## src/rtl/display_arbiter.sv

```systemverilog
// Round-robin owner of the 4-digit seven-segment display with minimum hold time and scan drive.
// Optional LEADING_ZERO_BLANK_EN: blank leading zero digits (3..1) while the display is owned.
module display_arbiter #(
    parameter int REFRESH_DIV = 100000,
    parameter int HOLD_CYCLES = 100000000
) (
    input  logic        clock,
    input  logic        reset,
    input  logic [1:0]  req,
    input  logic [15:0] data0,
    input  logic [15:0] data1,
    output logic [1:0]  grant,
    output logic [1:0]  refresh_count,
    output logic [3:0]  anode,
    output logic [3:0]  digit
);

    localparam int PRE_W  = $clog2(REFRESH_DIV);
    localparam int HOLD_W = $clog2(HOLD_CYCLES);
    localparam logic [PRE_W-1:0]  PRE_MAX  = PRE_W'(REFRESH_DIV - 1);
    localparam logic [HOLD_W-1:0] HOLD_MAX = HOLD_W'(HOLD_CYCLES - 1);

    typedef enum logic [1:0] {
        IDLE = 2'd0,
        OWN0 = 2'd1,
        OWN1 = 2'd2
    } state_t;

    state_t             state_q, state_d;
    logic [HOLD_W-1:0]  hold_count_q, hold_count_d;
    logic               last_q, last_d;
    logic [15:0]        display_value_q, display_value_d;
    logic [PRE_W-1:0]   prescaler_q, prescaler_d;
    logic [1:0]         refresh_count_q, refresh_count_d;
    logic [1:0]         grant_q, grant_d;
    logic               tick;
    logic               hold_done;
    logic               owned;
    logic [3:0]         scan_onehot;
    logic [3:0]         blank;

    always_ff @(posedge clock) begin
        if (reset) begin
            state_q         <= IDLE;
            hold_count_q    <= '0;
            last_q          <= 1'b1;
            display_value_q <= '0;
            prescaler_q     <= '0;
            refresh_count_q <= '0;
            grant_q         <= '0;
        end else begin
            state_q         <= state_d;
            hold_count_q    <= hold_count_d;
            last_q          <= last_d;
            display_value_q <= display_value_d;
            prescaler_q     <= prescaler_d;
            refresh_count_q <= refresh_count_d;
            grant_q         <= grant_d;
        end
    end

    // Scan prescaler runs regardless of ownership.
    always_comb begin
        tick            = (prescaler_q == PRE_MAX);
        prescaler_d     = tick ? '0 : prescaler_q + PRE_W'(1);
        refresh_count_d = refresh_count_q;
        if (tick) begin
            refresh_count_d = refresh_count_q + 2'd1;
        end
    end

    always_comb begin
        state_d         = state_q;
        hold_count_d    = hold_count_q;
        last_d          = last_q;
        display_value_d = display_value_q;
        hold_done       = (hold_count_q == HOLD_MAX);

        case (state_q)
            IDLE: begin
                case (req)
                    2'b01:   state_d = OWN0;
                    2'b10:   state_d = OWN1;
                    2'b11:   state_d = last_q ? OWN0 : OWN1;
                    default: state_d = IDLE;
                endcase
            end
            OWN0: begin
                if (!hold_done) begin
                    hold_count_d = hold_count_q + HOLD_W'(1);
                end else if (req[1]) begin
                    state_d = OWN1;
                end else if (!req[0]) begin
                    state_d = IDLE;
                end
                if (req[0]) begin
                    display_value_d = data0;
                end
            end
            OWN1: begin
                if (!hold_done) begin
                    hold_count_d = hold_count_q + HOLD_W'(1);
                end else if (req[0]) begin
                    state_d = OWN0;
                end else if (!req[1]) begin
                    state_d = IDLE;
                end
                if (req[1]) begin
                    display_value_d = data1;
                end
            end
            default: state_d = IDLE;
        endcase

        // Entering a new owner restarts the hold window and captures that owner's value.
        if (state_d != state_q) begin
            if (state_d == OWN0) begin
                hold_count_d    = '0;
                last_d          = 1'b0;
                display_value_d = data0;
            end else if (state_d == OWN1) begin
                hold_count_d    = '0;
                last_d          = 1'b1;
                display_value_d = data1;
            end
        end

        grant_d = {state_d == OWN1, state_d == OWN0};
    end

`ifdef LEADING_ZERO_BLANK_EN
    always_comb begin
        blank[3] = (display_value_q[15:12] == 4'd0);
        blank[2] = blank[3] && (display_value_q[11:8] == 4'd0);
        blank[1] = blank[2] && (display_value_q[7:4] == 4'd0);
        blank[0] = 1'b0;
    end
`else
    assign blank = 4'b0000;
`endif

    always_comb begin
        owned       = (state_q != IDLE);
        scan_onehot = 4'b0001 << refresh_count_q;
        anode       = 4'hF;
        digit       = 4'd0;
        if (owned) begin
            anode = ~(scan_onehot & ~blank);
            digit = display_value_q[{refresh_count_q, 2'b00} +: 4];
        end
    end

    assign grant         = grant_q;
    assign refresh_count = refresh_count_q;

endmodule

```

## config.mk

```make
export PLATFORM = sky130hd
export DESIGN_NAME = display_arbiter
export DESIGN_NICKNAME = d
export VERILOG_FILES = /design/src/rtl/display_arbiter.sv
export SDC_FILE = /design/constraint.sdc
export NUM_CORES = 1
export LEC_CHECK = 0
export BUFFER_PORTS_ARGS = -buffer_cell sky130_fd_sc_hd__buf_2
export CORE_MARGIN = 1.5
export CORE_UTILIZATION = 55
export DETAILED_ROUTE_END_ITERATION = 7
export GPL_ROUTABILITY_DRIVEN = 0
export GPL_TIMING_DRIVEN = 0
export PLACE_DENSITY = 0.76
export SLEW_MARGIN = 20
export SYNTH_ARGS = -nofsm -noshare
export SYNTH_HDL_FRONTEND = slang
export SYNTH_SLANG_ARGS = --single-unit
```

## constraint.sdc

```tcl
create_clock -name clock -period 3.5 [get_ports clock]
set_clock_uncertainty 0.1 [all_clocks]
set_input_delay 0.7 -clock clock [delete_from_list [all_inputs] [get_ports clock]]
set_output_delay 0.7 -clock clock [all_outputs]
set_load 0.02 [all_outputs]
```

==> impl_metrics.toml <==
[timing]
finalCritPeriodShare = 0.957
layout_setup_ws_ns = 0.150
final.min_clock_period_ns = 3.35
fmax_mhz = 299
hold_viol = 0
hold_slack_ns = 0.369
setup-violations-final = 0
setup_tns_ns = 0
max_slew.worst_pin.slew_ns = 0.831
slew_headroom = 0.445
drv_slew = 0
rsz0062_at_grt = "no"

[routing]
vias = 3467
drtIter0Drc = 256
viasPerCell = 6.18
firstDrtPassIters = 5
wl_um = 8830
routedWlPerCell_um = 15.7
drc_errors = 0
ant_nets = 0

[finish]
multi_input_area_um2 = 2300
fin_cells = 561
fillers = 540
layout-drive-gt1-share = 0.214
synthToLayoutAreaGrowth_pct = 16.1
diodes = 0
final_area_um2 = 4400
final_util = 0.654
layout.nets = 524
regArea_um2 = 1340

[cts]
clkSinkCount = 67
cts_buffers = 9
clockBufferDepth = 2
clk_latency_ns = 0.34
hold_buffers = 0
h-tree-depth = 3
clk_pin_slew_ns = 0.07
root_buffer = "clkbuf_8"
cts_tree = "built"

[job]
maxCapViolCount = 0

[placement]
portBuffers = 44
placed_cells = 545
place_hpwl_um = 6290
dpl_cell_area_um2 = 4110
place_ws_ns = -0.182

[status]
status = "finished clean"

[critical_path]
cp_max_fo = 10
setup.worst_path.start_class = "flip-flop"
path_class = "reg -> reg"
crit_arrival_ns = 3.49
critPathCaptureType = "flip-flop"
worstPathRequired_ns = 3.64

[synth]
synth-main-ff-cell = "dfxtp_1"
ys_types = 51
postSynthAreaPerCell_um2 = 9.00
synth_nets = 469
syn_area_um2 = 3790
yosysWarnings = 0
synthArstFlopShare = 0
ys_seq_area_frac = 0.354
synth-edff-count = 0
syn_inst = 421
ys_seq_elements = 67

[global_routing]
grt_pass1_wl_um = 14700
grt-ovfl-total = 0
grtUsageTotal = 0.248
grt_antenna_before_repair = 0
grt_pass1_vias = 3140
grt_max_degree = 12

[power]
finalPower_mw = 1.97
vdd_drop_max_uv = 337
leakagePower_nw = 1.61
powerDensity_nw_per_um2 = 447

[floorplanning]
fp.coreArea_um2 = 6720
die_w_um = 86.0
num_io_pins = 48
die_area_um2 = 7390
die_h_um = 86.0
initial_core_util = 0.564
rows = 30

[worst_hold_path]
hold_class = "reg -> reg"
where the power goes:
group | total, mW | internal, mW | switching (mW)
registers | 0.833 | 0.801 | 0.0316
logic | 0.405 | 0.160 | 0.245
clock network | 0.729 | 0.439 | 0.289
registers in the layout (all words and copies together), names as in the netlist:
register	cells
refresh_count	2
hold_count_q	27
last_q	1
prescaler_q	17
state_q	2
grant	2
display_value_q	16
cells in the mapped netlist, drive strengths merged, types with 3 or more instances:
cell	number	area (um^2)
a211oi	3	22.5
a21oi	7	35.0
a22o	16	140
a22oi	32	240
and2	3	18.8
and3	6	37.5
and4	6	52.6
buf	7	41.3
clkbuf	23	86.3
dfxtp	67	1340
ha	12	150
inv	13	48.8
mux4	4	90.1
nand2	20	75.1
nand2b	4	25.0
nand3	14	70.1
nand4	13	81.3
nor2	33	124
nor2b	8	50.1
nor3	32	160
o211ai	3	22.5
o21ai	6	30.0
o32ai	16	215
or2	4	25.0
xnor2	10	87.6
xor2	31	272
worst max-delay path, stage by stage, from the launching register on:
cell	delay [ns]
dfxtp_1	0.37
or4b_4	0.56
nor4b_4	0.29
buf_4	0.18
nand2_1	0.08
o21bai_1	0.13
a21oi_1	0.12
or2_2	0.30
ha_1	0.22
o221a_1	0.25
buf_2	0.17
buf_2	0.21
o32ai_2	0.27
cell type report:
| type | instances | area share |
|---|---|---|
| Timing Repair Buffer | 46 | 0.0535 |
| Sequential cell | 67 | 0.305 |
| Multi-Input combinational cell | 311 | 0.524 |
| Clock inverter | 4 | 0.0165 |
| Inverter | 13 | 0.0111 |
| Buffer | 28 | 0.0316 |
| Tap cell | 80 | 0.0228 |
| Clock buffer | 12 | 0.0353 |
timing repair:
item / CTS / global route
gates resized for setup: 6 / 17
pin swaps: 1 / 0
buffers inserted: 2 / 0
endpoints found under the setup margin: 10 / 16
cell usage in the layout, fill, tap and decap left out, drive strengths merged, types with 2 or more instances in the layout:
cell     n
nor3b    2
ha      12
nand2b   4
and2     3
nor4     2
a211oi   3
nor2b    8
or2      4
or4b     2
a22o    16
nand4   13
xnor2   10
o31ai    2
and3     6
a21boi   2
mux2i    2
or3      2
xor2    31
nor3    32
o21ai    6
buf     54
and4     6
or4      2
o32ai   16
nor2    33
a21oi    7
nand3   14
nand2   20
a22oi   32
o211ai   3
dfxtp   67
inv     13
bufinv   2
clkbuf  32
mux4     4
kinds of logic after synthesis:
group,count (synthesis),synth area share
DFF,67,0.354
xor gates and xnor gates,41,0.0948
buffers and inverters,43,0.0466
muxes,6,0.0291
and+or+nand+nor,155,0.219
AOI/OAI and AO/OA,97,0.217
adders and majority gates,12,0.0396
metal layers:
metal / up-vias / routed length (um) / track usage
li1: 1677 / - / -
met1: 1660 / 4030 / 0.332
met2: 118 / 4220 / 0.399
met3: 12 / 475 / 0.0472
met4: 0 / 105 / 0.0880
met5: - / 0 / 0
path summary, 6_finish.rpt:
check                    from                  end  slack [ns]  depth (start not counted)
max          hold_count_q[17]  display_value_q[12]        0.15                         12
max reg2reg  hold_count_q[17]  display_value_q[12]        0.15                         12
min reg2reg    prescaler_q[0]       prescaler_q[0]        0.37                          1
min            prescaler_q[0]       prescaler_q[0]        0.37                          1
Power figures use the tool's default switching activity.
